**src/rtl/adder_pkg.sv**
```systemverilog
// Shared defaults and operation encoding for the pipelined adder.
package adder_pkg;
  localparam int ADDER_WIDTH  = 16;
  localparam int ADDER_STAGES = 4;

  typedef enum logic {
    OP_ADD = 1'b0,
    OP_SUB = 1'b1
  } op_e;

  // Subtract forces the +1 of the two's-complement negate into the carry chain.
  function automatic logic eff_cin(input logic sub, input logic cin);
    return (op_e'(sub) == OP_SUB) ? 1'b1 : cin;
  endfunction
endpackage

```
**src/rtl/adder_slice.sv**
```systemverilog
// Combinational W-bit ripple-carry adder used as one pipeline stage's slice.
module adder_slice #(
  parameter int W = 4
) (
  input  logic [W-1:0] a,
  input  logic [W-1:0] b,
  input  logic         ci,
  output logic [W-1:0] s,
  output logic         co
);
  logic c;

  always_comb begin
    c = ci;
    s = '0;
    for (int i = 0; i < W; i++) begin
      s[i] = a[i] ^ b[i] ^ c;
      c    = (a[i] & b[i]) | (c & (a[i] ^ b[i]));
    end
    co = c;
  end
endmodule

```
**src/rtl/pipe_adder.sv**
```systemverilog
// Pipelined add/subtract: one CHUNK-bit slice per stage, global stall on back-pressure.
module pipe_adder
  import adder_pkg::*;
#(
  parameter int WIDTH  = ADDER_WIDTH,
  parameter int STAGES = ADDER_STAGES
) (
  input  logic             clk,
  input  logic             rst_n,
  input  logic             in_valid,
  output logic             in_ready,
  input  logic [WIDTH-1:0] a,
  input  logic [WIDTH-1:0] b,
  input  logic             cin,
  input  logic             sub,
  output logic             out_valid,
  input  logic             out_ready,
  output logic [WIDTH-1:0] sum,
  output logic             cout,
  output logic             ovf
);
  localparam int CHUNK = WIDTH / STAGES;

  if ((STAGES < 1) || (WIDTH < 2) || (WIDTH % STAGES != 0)) begin : g_bad_cfg
    $error("pipe_adder: WIDTH (%0d) must be >= 2 and a multiple of STAGES (%0d)", WIDTH, STAGES);
  end

  logic              advance;
  logic [STAGES:0]   vld_pipe;
  logic [STAGES-1:0] vld_q;

  // Whole pipe moves together; only a held result at the tail can block it.
  assign advance  = !vld_pipe[STAGES] || out_ready;
  assign in_ready = advance;
  assign vld_pipe = {vld_q, in_valid};

  always_ff @(posedge clk or negedge rst_n) begin
    if (!rst_n)       vld_q <= '0;
    else if (advance) vld_q <= vld_pipe[STAGES-1:0];
  end

  for (genvar k = 0; k < STAGES; k++) begin : g_stage
    localparam int REM = WIDTH - k*CHUNK;   // operand bits not yet summed
    localparam int LO  = (k+1)*CHUNK;       // sum bits complete after this stage

    logic [REM-1:0]   a_i, b_i;
    logic             c_i, co;
    logic [CHUNK-1:0] cs;
    logic [LO-1:0]    s_nxt, s_r;
    logic             c_r;

    if (k == 0) begin : g_head
      assign a_i   = a;
      assign b_i   = (op_e'(sub) == OP_SUB) ? ~b : b;
      assign c_i   = eff_cin(sub, cin);
      assign s_nxt = cs;
    end else begin : g_body
      assign a_i   = g_stage[k-1].g_fwd.a_r;
      assign b_i   = g_stage[k-1].g_fwd.b_r;
      assign c_i   = g_stage[k-1].c_r;
      assign s_nxt = {cs, g_stage[k-1].s_r};
    end

    adder_slice #(.W(CHUNK)) u_slice (
      .a  (a_i[CHUNK-1:0]),
      .b  (b_i[CHUNK-1:0]),
      .ci (c_i),
      .s  (cs),
      .co (co)
    );

    always_ff @(posedge clk or negedge rst_n) begin
      if (!rst_n) begin
        s_r <= '0;
        c_r <= 1'b0;
      end else if (advance) begin
        s_r <= s_nxt;
        c_r <= co;
      end
    end

    if (k < STAGES-1) begin : g_fwd
      logic [REM-CHUNK-1:0] a_r, b_r;
      always_ff @(posedge clk or negedge rst_n) begin
        if (!rst_n) begin
          a_r <= '0;
          b_r <= '0;
        end else if (advance) begin
          a_r <= a_i[REM-1:CHUNK];
          b_r <= b_i[REM-1:CHUNK];
        end
      end
    end else begin : g_tail
      logic ovf_r;
      // Operand signs agree but the result sign flipped.
      always_ff @(posedge clk or negedge rst_n) begin
        if (!rst_n)       ovf_r <= 1'b0;
        else if (advance) ovf_r <= (a_i[REM-1] == b_i[REM-1]) && (cs[CHUNK-1] != a_i[REM-1]);
      end
    end
  end

  assign out_valid = vld_pipe[STAGES];
  assign sum       = g_stage[STAGES-1].s_r;
  assign cout      = g_stage[STAGES-1].c_r;
  assign ovf       = g_stage[STAGES-1].g_tail.ovf_r;
endmodule

```
**config.mk**
```make
export PLATFORM = sky130hd
export DESIGN_NAME = pipe_adder
export DESIGN_NICKNAME = d
export VERILOG_FILES = /design/src/rtl/adder_pkg.sv /design/src/rtl/adder_slice.sv /design/src/rtl/pipe_adder.sv
export SDC_FILE = /design/constraint.sdc
export NUM_CORES = 1
export LEC_CHECK = 0
export CAP_MARGIN = 20
export CELL_PAD_IN_SITES_DETAIL_PLACEMENT = 0
export CELL_PAD_IN_SITES_GLOBAL_PLACEMENT = 2
export CORE_MARGIN = 2
export CORE_UTILIZATION = 33
export CTS_BUF_LIST = sky130_fd_sc_hd__clkbuf_16
export DETAILED_ROUTE_END_ITERATION = 6
export MAX_ROUTING_LAYER = met4
export PLACE_DENSITY_LB_ADDON = 0.2
export SYNTH_ARGS = -nofsm -noshare
export SYNTH_HDL_FRONTEND = slang
export SYNTH_SLANG_ARGS = --single-unit
```
**constraint.sdc**
```tcl
create_clock -name clk -period 3.2 [get_ports clk]
set_clock_uncertainty 0.2 [all_clocks]
set_input_delay 0.96 -clock clk [delete_from_list [all_inputs] [get_ports clk]]
set_output_delay 0.96 -clock clk [all_outputs]
set_load 0.05 [all_outputs]
```
**Yosys cells after proc, flatten, opt, wreduce, memory -nomap -nowiden**

Cells that the tools add are included.

- Register bits after elaboration: 97
- Input port bits: 38
- Output and inout port bits: 20
- Word-level logic and storage cells: 104

- Equality and inequality tests: 2
- Multiplexer cells: 2
- Bitwise logic cells: 81
- Reduce and logical (&&, ||, !) cells: 3

Operators with widths:

| operator | number |
|---|---|
| $and A1 B1 Y1 | 32 |
| $xor A1 B1 Y1 | 32 |
| $mux W16 | 1 |
| $not A16 Y16 | 1 |
| $or A1 B1 Y1 | 16 |
| $eq A1 B1 Y1 | 1 |
| $logic_and A1 B1 Y1 | 1 |
| $logic_not A1 Y1 | 1 |
| $logic_or A1 B1 Y1 | 1 |
| $mux W1 | 1 |
| $ne A1 B1 Y1 | 1 |

**Logic depth before layout (Yosys ltp)**

Gate-level depths: netlist (run 1).

- Word-level depth: 11
- Depth in mapped cells: 11

**By module**

A second synthesis (run 1) with hierarchy kept.

- Cells, all modules: 284
- Area total of the unflattened synthesis: 4320.4 um2

Modules (own cells, without submodules):

| module | instances | cells an instance | area each (um2) |
|---|---|---|---|
| pipe_adder | 1 | 228 | 3849.9 |
| adder_slice | 4 | 14 | 117.6 |

**Worst setup path after synthesis (run 1)**

No wires, ideal clock.

- Path kind: in2reg
- Start point: input sub
- End point: register g_stage[0].s_r[3]
- Library setup time: 0.125 ns
- Arrival: 3.130 ns
- Required time: 2.875 ns
- Slack: -0.255 ns
- Stages on the path: 11
- Cell sequence: buf_4 -> buf_4 -> xnor2_1 -> fa_1 -> inv_1 -> fa_1 -> inv_1 -> fa_1 -> inv_1 -> fa_1 -> mux2_4

- Word-level cells in the longest chain between the ends: 9

Ends and longest elaborated chain:

| what | line | RTL |
|---|---|---|
| start, declared | pipe_adder.sv:15 | `input logic sub,` |
| $mux W16 | pipe_adder.sv:54 | `assign b_i = (op_e'(sub) == OP_SUB) ? ~b : b;` |
| $xor A1 B1 Y1 | adder_slice.sv:18 | `c = (a[i] & b[i]) \| (c & (a[i] ^ b[i]));` |
| $and A1 B1 Y1 | adder_slice.sv:18 |  |
| $or A1 B1 Y1 | adder_slice.sv:18 |  |
| $and A1 B1 Y1 | adder_slice.sv:18 |  |
| $or A1 B1 Y1 | adder_slice.sv:18 |  |
| $and A1 B1 Y1 | adder_slice.sv:18 |  |
| $or A1 B1 Y1 | adder_slice.sv:18 |  |
| $xor A1 B1 Y1 (*) | adder_slice.sv:17 | `s[i] = a[i] ^ b[i] ^ c;` |
| via g_stage[0].cs[3] | pipe_adder.sv:48 | `logic [CHUNK-1:0] cs;` |
| end signal, assigned | pipe_adder.sv:77 | `s_r <= s_nxt;` |
| end, declared | pipe_adder.sv:49 | `logic [LO-1:0] s_nxt, s_r;` |

The timed path passes the listed nets; every way through them passes the cells marked *.
A chain may end at the register's enable or synchronous reset.

**Final worst setup path (run 1)**

Ends and elaborated chain as after synthesis.

==> run_summary.xml, run 1 <==
<?xml version="1.0" encoding="UTF-8"?>
<metrics>
  <group name="status">
    <metric name="status" unit="">complete, no violations</metric>
  </group>
  <group name="logic_synthesis">
    <metric name="synth_cells" unit="">283</metric>
    <metric name="post-synth-top-area-cell" unit="">sky130_fd_sc_hd__dfrtp_1</metric>
    <metric name="muxShareOfSynthArea" unit="%">24.2</metric>
    <metric name="share_of_yosys_cell_area_claimed_by_the_top_area_cell_type" unit="%">55.1</metric>
    <metric name="yosys_register_bits" unit="">97</metric>
    <metric name="mappedNetlistNets" unit="">338</metric>
    <metric name="seq_area_frac_synth" unit="%">55.1</metric>
    <metric name="synthSimpleGateAreaFrac" unit="%">2.59</metric>
    <metric name="synth_top_family_by_area" unit="">multiplexers</metric>
    <metric name="synth-compound-area-share" unit="%">1.42</metric>
    <metric name="mean_instance_size_in_the_synthesized_netlist" unit="um^2">15.6</metric>
    <metric name="yosys_warnings" unit="">0</metric>
    <metric name="yosys.cell_types.count" unit="">21</metric>
    <metric name="post_synth_instance_area" unit="um^2">4400</metric>
    <metric name="yosys.area_share.xor_xnor" unit="%">3.38</metric>
    <metric name="netlist_top_cells_area" unit="">sky130_fd_sc_hd__dfrtp_1 (55%), sky130_fd_sc_hd__mux2_2 (13%), sky130_fd_sc_hd__mux2_4 (11%)</metric>
    <metric name="arithmetic_cell_share_of_the_synthesized_area_counting_full_adders_half_adders_and_majority_gates" unit="%">7.56</metric>
  </group>
  <group name="worst_setup_path">
    <metric name="worst_path_dominant_cell_family" unit="">adder cells</metric>
    <metric name="cp.required" unit="ps">3220</metric>
    <metric name="critical_path_cell_by_cell" unit="">dlygate4sd2_1 -&gt; buf_6 -&gt; xnor2_4 -&gt; fa_2 -&gt; inv_2 -&gt; fa_2 -&gt; inv_2 -&gt; fa_2 -&gt; inv_2 -&gt; fa_1 -&gt; mux2_4</metric>
    <metric name="setup.worst_path.start_class" unit="">input port</metric>
    <metric name="type_of_the_setup_path_with_the_least_slack" unit="">in -&gt; reg</metric>
    <metric name="cp.depth" unit="">11</metric>
    <metric name="timing.critical_path.to_type" unit="">flip-flop</metric>
    <metric name="crit_path_max_incr_delay" unit="ps">380</metric>
    <metric name="timing.critical_path.buf_inv" unit="">5</metric>
    <metric name="critical_path.max_fanout" unit="">4</metric>
    <metric name="critical_path_data_arrival_time" unit="ps">3160</metric>
    <metric name="r2r_setup_slack" unit="ps">590</metric>
    <metric name="cp_slowest_cell" unit="">sky130_fd_sc_hd__fa_2</metric>
    <metric name="rr_worst_depth" unit="">9</metric>
  </group>
  <group name="cells_and_area">
    <metric name="post-route-cell-area" unit="um^2">5450</metric>
    <metric name="synth_to_final_area_change" unit="%">23.8</metric>
    <metric name="fin_nets" unit="">402</metric>
    <metric name="final_util" unit="%">41.5</metric>
    <metric name="regArea" unit="um^2">2430</metric>
    <metric name="final_layout_fill_cell_count" unit="">1256</metric>
    <metric name="drive_above_1_share" unit="%">33.0</metric>
    <metric name="layoutNonFillerInstCount" unit="">527</metric>
    <metric name="most-common-layout-cells" unit="">sky130_fd_sc_hd__dfrtp_1 (97), sky130_fd_sc_hd__clkdlybuf4s50_1 (52), sky130_fd_sc_hd__mux2_2 (49), sky130_fd_sc_hd__mux2_4 (33), sky130_fd_sc_hd__inv_1 (24)</metric>
    <metric name="antenna-diode-count" unit="">0</metric>
    <metric name="leading_cell_type_in_the_layout_fill_and_taps_excluded" unit="">sky130_fd_sc_hd__dfrtp_1</metric>
    <metric name="multiInputGateArea" unit="um^2">1750</metric>
  </group>
  <group name="timing">
    <metric name="final_hold_viol_count" unit="">0</metric>
    <metric name="drv_slew" unit="">0</metric>
    <metric name="final_critical_path_share_of_the_clock_period" unit="%">98.0</metric>
    <metric name="clock.fmax" unit="MHz">319</metric>
    <metric name="grt_setup_unrepaired" unit="">false</metric>
    <metric name="final-setup-viol-count" unit="">0</metric>
    <metric name="hold_slack" unit="ps">275</metric>
    <metric name="slew_headroom" unit="%">54.7</metric>
    <metric name="worstMarginPinSlew" unit="ps">679</metric>
    <metric name="min_period" unit="ps">3130</metric>
  </group>
  <group name="grt">
    <metric name="grt_start_max_net_pins" unit="">61</metric>
    <metric name="grt_overflow" unit="">0</metric>
    <metric name="grt_usage" unit="%">12.4</metric>
    <metric name="grt_pass1_vias" unit="">2495</metric>
    <metric name="grt_antenna_before_repair" unit="">0</metric>
    <metric name="grt_pass1_wl" unit="um">13000</metric>
  </group>
  <group name="clocking">
    <metric name="tritoncts_clock_tree" unit="">built</metric>
    <metric name="clk_latency" unit="ps">340</metric>
    <metric name="cts_root_buffer" unit="">sky130_fd_sc_hd__clkbuf_16</metric>
    <metric name="number_of_buffers_inserted_during_clock_tree_synthesis" unit="">9</metric>
    <metric name="cts_num_sinks" unit="">97</metric>
    <metric name="cts-htree-levels" unit="">3</metric>
    <metric name="cts.reportedPaths.clkPinSlew" unit="ps">60</metric>
    <metric name="cts_buffer_depth" unit="">2</metric>
  </group>
  <group name="place">
    <metric name="io_buffer_count" unit="">57</metric>
    <metric name="placed_instances" unit="">511</metric>
    <metric name="postPlaceCellArea" unit="um^2">5160</metric>
    <metric name="finalWeightedCongestion" unit="">0.657</metric>
    <metric name="dp_hpwl" unit="um">5170</metric>
  </group>
  <group name="floorplan">
    <metric name="design.die.area" unit="um^2">14300</metric>
    <metric name="die_width" unit="um">119</metric>
    <metric name="die_y" unit="um">119</metric>
    <metric name="std_cell_rows" unit="">42</metric>
    <metric name="starting_density" unit="%">33.5</metric>
    <metric name="core" unit="um^2">13100</metric>
    <metric name="design.portCount" unit="">58</metric>
  </group>
  <group name="power_and_ir_drop">
    <metric name="power.ir.vdd_worst" unit="mV">0.337</metric>
    <metric name="power_per_cell_area" unit="nW/um^2">984</metric>
    <metric name="p_leak" unit="uW">0.00240</metric>
  </group>
  <group name="drt">
    <metric name="routed_via_density" unit="">4.34</metric>
    <metric name="route.antenna.remaining_nets" unit="">0</metric>
    <metric name="totalWireLength" unit="um">7830</metric>
    <metric name="routed-via-count" unit="">2285</metric>
    <metric name="drt_iter0_markers" unit="">112</metric>
    <metric name="dr.pass1.iters" unit="">4</metric>
    <metric name="detail_route.wl_per_cell" unit="um">14.8</metric>
    <metric name="route.detailed.drc" unit="">0</metric>
  </group>
  <group name="worst_hold_path">
    <metric name="min_path_cells" unit="">1</metric>
    <metric name="hold_class" unit="">reg -&gt; reg</metric>
  </group>
  <group name="run">
    <metric name="drv_cap" unit="">0</metric>
  </group>
</metrics>
## synth_stat cells, drive strengths merged
cell and count:
mux2i 2, nand3b 1, o31ai 1, fa 16, buf 7, nor2b 1
a21oi 11, dfrtp 97, nor3b 11, mux2 82, nor2 1, ha 1
xnor2 4, nand2b 1, xor2 13, clkbuf 7, inv 27
## worst paths after layout
kind	from	to
setup / recovery	sub	g_stage[0].s_r[3]$_DFFE_PN0P_
hold / removal	vld_q[2]$_DFFE_PN0P_	vld_q[3]$_DFFE_PN0P_
setup reg to reg	g_stage[2].c_r$_DFFE_PN0P_	ovf$_DFFE_PN0P_
hold reg to reg	vld_q[2]$_DFFE_PN0P_	vld_q[3]$_DFFE_PN0P_
max in group asynchronous	rst_n	g_stage[2].g_fwd.b_r[2]$_DFFE_PN0P_
min in group asynchronous	rst_n	sum[1]$_DFFE_PN0P_
## layout make-up
class / count / area share (%)
clock inverter: 6 / 0.964
inverter: 27 / 1.86
sequential: 97 / 44.5
clock buffer: 9 / 4.13
tap: 176 / 4.04
multi-input combinational: 145 / 32.2
timing repair buffer: 67 / 12.3
## state kept, by name (all words and copies together), names as in the netlist
signal	cells
cout	1
g_stage.c_r	3
g_stage.g_fwd.a_r	24
g_stage.g_fwd.b_r	24
g_stage.s_r	24
ovf	1
sum	16
vld_q	4
## power breakdown
group	total (uW)	switching, uW	internal (uW)
combinational	2240	1090	1150
clock	1030	437	590
sequential	2100	319	1780
## routing by layer
layer	track usage (%)	vias to the layer above	part of all wire, %
met2	18.1	38	46
met5	-	-	0
met3	2.57	10	3.0
li1	-	1065	-
met1	16.2	1172	49
met4	6.62	0	2.2
## worst register-to-register path: cells and delay by family, from the launching register on
kind	cells	cell delay, ps
AO/OA/AOI/OAI	1	180
XOR/XNOR	1	160
adder cells (fa/ha/maj)	4	1380
buffers and inverters	3	210
flip-flops	1	400
## timing repair
action | CTS | global route
hold buffers | 0 | 0
resized for setup | 4 | 3
setup endpoints to repair | 2 | 1
pin swaps | 3 | 3
endpoints found under the hold margin | 0 | 0
setup buffers | 0 | 1
## metrics by stage
stage | setup slack, ps | setup TNS, ps | total power [uW]
global route | 9.68 | 0 | 5730
finish | 65.5 | 0 | 5360
detailed placement | -512 | -959 | 4400
CTS | 6.56 | 0 | 5460
global placement | -476 | -881 | 4370
floorplan | -121 | -121 | 3790
## logic make-up after synthesis
family,after synthesis
adders and majority gates,17
and+or+nand+nor,15
DFF,97
xor gates and xnor gates,17
AOI/OAI and AO/OA,12
muxes,84
buffers and inverters,41
Power figures use the tool's default switching activity.
==> run 2: changes to the inputs <==
CTS_BUF_LIST = sky130_fd_sc_hd__clkbuf_4 sky130_fd_sc_hd__clkbuf_8 sky130_fd_sc_hd__clkbuf_16   (was sky130_fd_sc_hd__clkbuf_16)
DONT_BUFFER_PORTS = 1   (was default)
SKIP_CTS_REPAIR_TIMING = 1   (was default)
==> run 2 against run 1 <==
  * Routed wire length shrank 1.9%
  * Register-to-register slack hardly changed
  * Design area decreased by 11%
  * Utilization shrank 4.7 points
  * Sequential share of layout area is 5.6 points higher
  * Clock power grew 7%
  * Count of clock-buffer cells in the layout increased by 4
  * Worst setup slack gained 370 ps
  * Final cell count decreased by 12%
  * Die area unchanged
  * Non-clock buffer count shrank 64
  * Critical path depth is 2 lower
==> run_summary.xml, run 2 (same netlist as run 1, synthesis figures left out) <==
<?xml version="1.0" encoding="UTF-8"?>
<metrics>
  <group name="worst_setup_path">
    <metric name="type_of_the_setup_path_with_the_least_slack" unit="">in -&gt; reg</metric>
    <metric name="rr_worst_depth" unit="">9</metric>
    <metric name="critical_path_data_arrival_time" unit="ps">2800</metric>
    <metric name="critical_path.max_fanout" unit="">1</metric>
    <metric name="crit-reg2reg-launch" unit="">g_stage[2].c_r$_DFFE_PN0P_</metric>
    <metric name="termination_of_the_worst_setup_path" unit="">g_stage[0].s_r[3]$_DFFE_PN0P_</metric>
    <metric name="worst_path_dominant_cell_family" unit="">adder cells</metric>
    <metric name="crit_path_max_incr_delay" unit="ps">380</metric>
    <metric name="worst_path_most_repeated_cell" unit="">sky130_fd_sc_hd__fa_2</metric>
    <metric name="timing.critical_path.to_type" unit="">flip-flop</metric>
    <metric name="r2r_setup_slack" unit="ps">590</metric>
    <metric name="cp_slowest_cell" unit="">sky130_fd_sc_hd__fa_2</metric>
    <metric name="critical_path_cell_by_cell" unit="">xnor2_4 -&gt; fa_2 -&gt; inv_2 -&gt; fa_2 -&gt; inv_1 -&gt; fa_2 -&gt; inv_2 -&gt; fa_1 -&gt; mux2_4</metric>
    <metric name="cp.depth" unit="">9</metric>
    <metric name="worst_r2r_endpoint" unit="">ovf$_DFFE_PN0P_</metric>
    <metric name="crit_path_start" unit="">b[0]</metric>
    <metric name="timing.critical_path.buf_inv" unit="">3</metric>
    <metric name="cp.required" unit="ps">3230</metric>
    <metric name="setup.worst_path.start_class" unit="">input port</metric>
  </group>
  <group name="clocking">
    <metric name="cts_buffer_depth" unit="">2</metric>
    <metric name="number_of_buffers_inserted_during_clock_tree_synthesis" unit="">9</metric>
    <metric name="tritoncts_clock_tree" unit="">built</metric>
    <metric name="clk_latency" unit="ps">340</metric>
    <metric name="cts.reportedPaths.clkPinSlew" unit="ps">60</metric>
    <metric name="cts_num_sinks" unit="">97</metric>
    <metric name="cts_root_buffer" unit="">sky130_fd_sc_hd__clkbuf_16</metric>
    <metric name="cts-htree-levels" unit="">3</metric>
  </group>
  <group name="cells_and_area">
    <metric name="fin_nets" unit="">338</metric>
    <metric name="most-common-layout-cells" unit="">sky130_fd_sc_hd__dfrtp_1 (97), sky130_fd_sc_hd__mux2_2 (49), sky130_fd_sc_hd__mux2_4 (33), sky130_fd_sc_hd__inv_1 (24)</metric>
    <metric name="post-route-cell-area" unit="um^2">4840</metric>
    <metric name="leading_cell_type_in_the_layout_fill_and_taps_excluded" unit="">sky130_fd_sc_hd__dfrtp_1</metric>
    <metric name="layout_top_registers" unit="">g_stage.g_fwd.a_r x24, g_stage.g_fwd.b_r x24, g_stage.s_r x24</metric>
    <metric name="drive_above_1_share" unit="%">37.8</metric>
    <metric name="synth_to_final_area_change" unit="%">9.92</metric>
    <metric name="final_layout_fill_cell_count" unit="">1304</metric>
    <metric name="antenna-diode-count" unit="">0</metric>
    <metric name="regArea" unit="um^2">2430</metric>
    <metric name="multiInputGateArea" unit="um^2">1750</metric>
  </group>
  <group name="place">
    <metric name="finalWeightedCongestion" unit="">0.675</metric>
    <metric name="postPlaceCellArea" unit="um^2">4540</metric>
    <metric name="dp_hpwl" unit="um">4690</metric>
    <metric name="io_buffer_count" unit="">0</metric>
  </group>
  <group name="floorplan">
    <metric name="starting_density" unit="%">33.5</metric>
    <metric name="die_width" unit="um">119</metric>
    <metric name="std_cell_rows" unit="">42</metric>
    <metric name="core" unit="um^2">13100</metric>
    <metric name="design.portCount" unit="">58</metric>
    <metric name="design.die.area" unit="um^2">14300</metric>
    <metric name="die_y" unit="um">119</metric>
  </group>
  <group name="timing">
    <metric name="worstMarginPinSlew" unit="ps">699</metric>
    <metric name="clock.fmax" unit="MHz">361</metric>
    <metric name="min_period" unit="ps">2770</metric>
    <metric name="slew_headroom" unit="%">53.4</metric>
    <metric name="drv_slew" unit="">0</metric>
    <metric name="final_critical_path_share_of_the_clock_period" unit="%">86.5</metric>
    <metric name="grt_setup_unrepaired" unit="">false</metric>
    <metric name="finalSetupTns" unit="ps">0</metric>
    <metric name="final_hold_viol_count" unit="">0</metric>
    <metric name="final-setup-viol-count" unit="">0</metric>
    <metric name="hold_slack" unit="ps">109</metric>
  </group>
  <group name="worst_hold_path">
    <metric name="hold_class" unit="">in -&gt; async</metric>
  </group>
  <group name="grt">
    <metric name="grt_overflow" unit="">0</metric>
    <metric name="grt_pass1_vias" unit="">2269</metric>
    <metric name="grt_start_max_net_pins" unit="">98</metric>
    <metric name="grt_pass1_wl" unit="um">12900</metric>
    <metric name="grt_antenna_before_repair" unit="">0</metric>
    <metric name="grt_usage" unit="%">12.4</metric>
  </group>
  <group name="drt">
    <metric name="routed-via-count" unit="">2063</metric>
    <metric name="dr.pass1.iters" unit="">4</metric>
    <metric name="route.detailed.drc" unit="">0</metric>
    <metric name="detail_route.wl_per_cell" unit="um">16.5</metric>
    <metric name="routed_via_density" unit="">4.45</metric>
    <metric name="drt_iter0_markers" unit="">78</metric>
    <metric name="totalWireLength" unit="um">7670</metric>
    <metric name="route.antenna.remaining_nets" unit="">0</metric>
  </group>
  <group name="status">
    <metric name="status" unit="">complete, no violations</metric>
  </group>
  <group name="power_and_ir_drop">
    <metric name="power_per_cell_area" unit="nW/um^2">1060</metric>
    <metric name="post-layout-total-power" unit="uW">5130</metric>
    <metric name="power.ir.vdd_worst" unit="mV">0.268</metric>
    <metric name="p_leak" unit="uW">0.00214</metric>
  </group>
  <group name="run">
    <metric name="drv_cap" unit="">0</metric>
  </group>
</metrics>
==> run 2: through the flow <==
| stage | worst slack (ps) | cells | util, % |
|---|---|---|---|
| finish | 432 | 464 | 36.8 |
| detailed placement | 55.2 | 448 | 34.5 |
| global route | 378 | 464 | 36.8 |
| floorplan | -121 | 283 | - |
| CTS | 431 | 464 | 36.8 |
| global placement | 121 | 448 | 34.5 |
==> run 2: layout make-up <==
class | count | area share [%]
Multi-Input combinational cell | 145 | 36.2
Clock buffer | 13 | 5.40
Tap cell | 176 | 4.55
Clock inverter | 3 | 0.828
Timing Repair Buffer | 3 | 0.724
Inverter | 27 | 2.12
Sequential cell | 97 | 50.2
==> run 2: how the worst min path moves through the flow <==
stage                          from                                   end
4_1_cts                       rst_n  g_stage[0].g_fwd.b_r[10]$_DFFE_PN0P_
3_3_place_gp   vld_q[2]$_DFFE_PN0P_                  vld_q[3]$_DFFE_PN0P_
5_1_grt                       rst_n                    sum[1]$_DFFE_PN0P_
6_report                      rst_n                    sum[1]$_DFFE_PN0P_
3_5_place_dp   vld_q[2]$_DFFE_PN0P_                  vld_q[3]$_DFFE_PN0P_
2_1_floorplan  vld_q[2]$_DFFE_PN0P_                  vld_q[3]$_DFFE_PN0P_
==> run 2: routing by layer <==
metal,vias up,global-route usage (%),wire (um)
li1,941,-,-
met1,1069,16.6,3720
met2,38,16.9,3430
met3,15,3.37,315
met4,0,7.06,209
met5,-,-,0
==> run 2: power by group <==
part | internal [uW] | switching [uW]
combinational | 917 | 604
clock | 651 | 447
sequential | 1770 | 740
total | 3340 | 1790
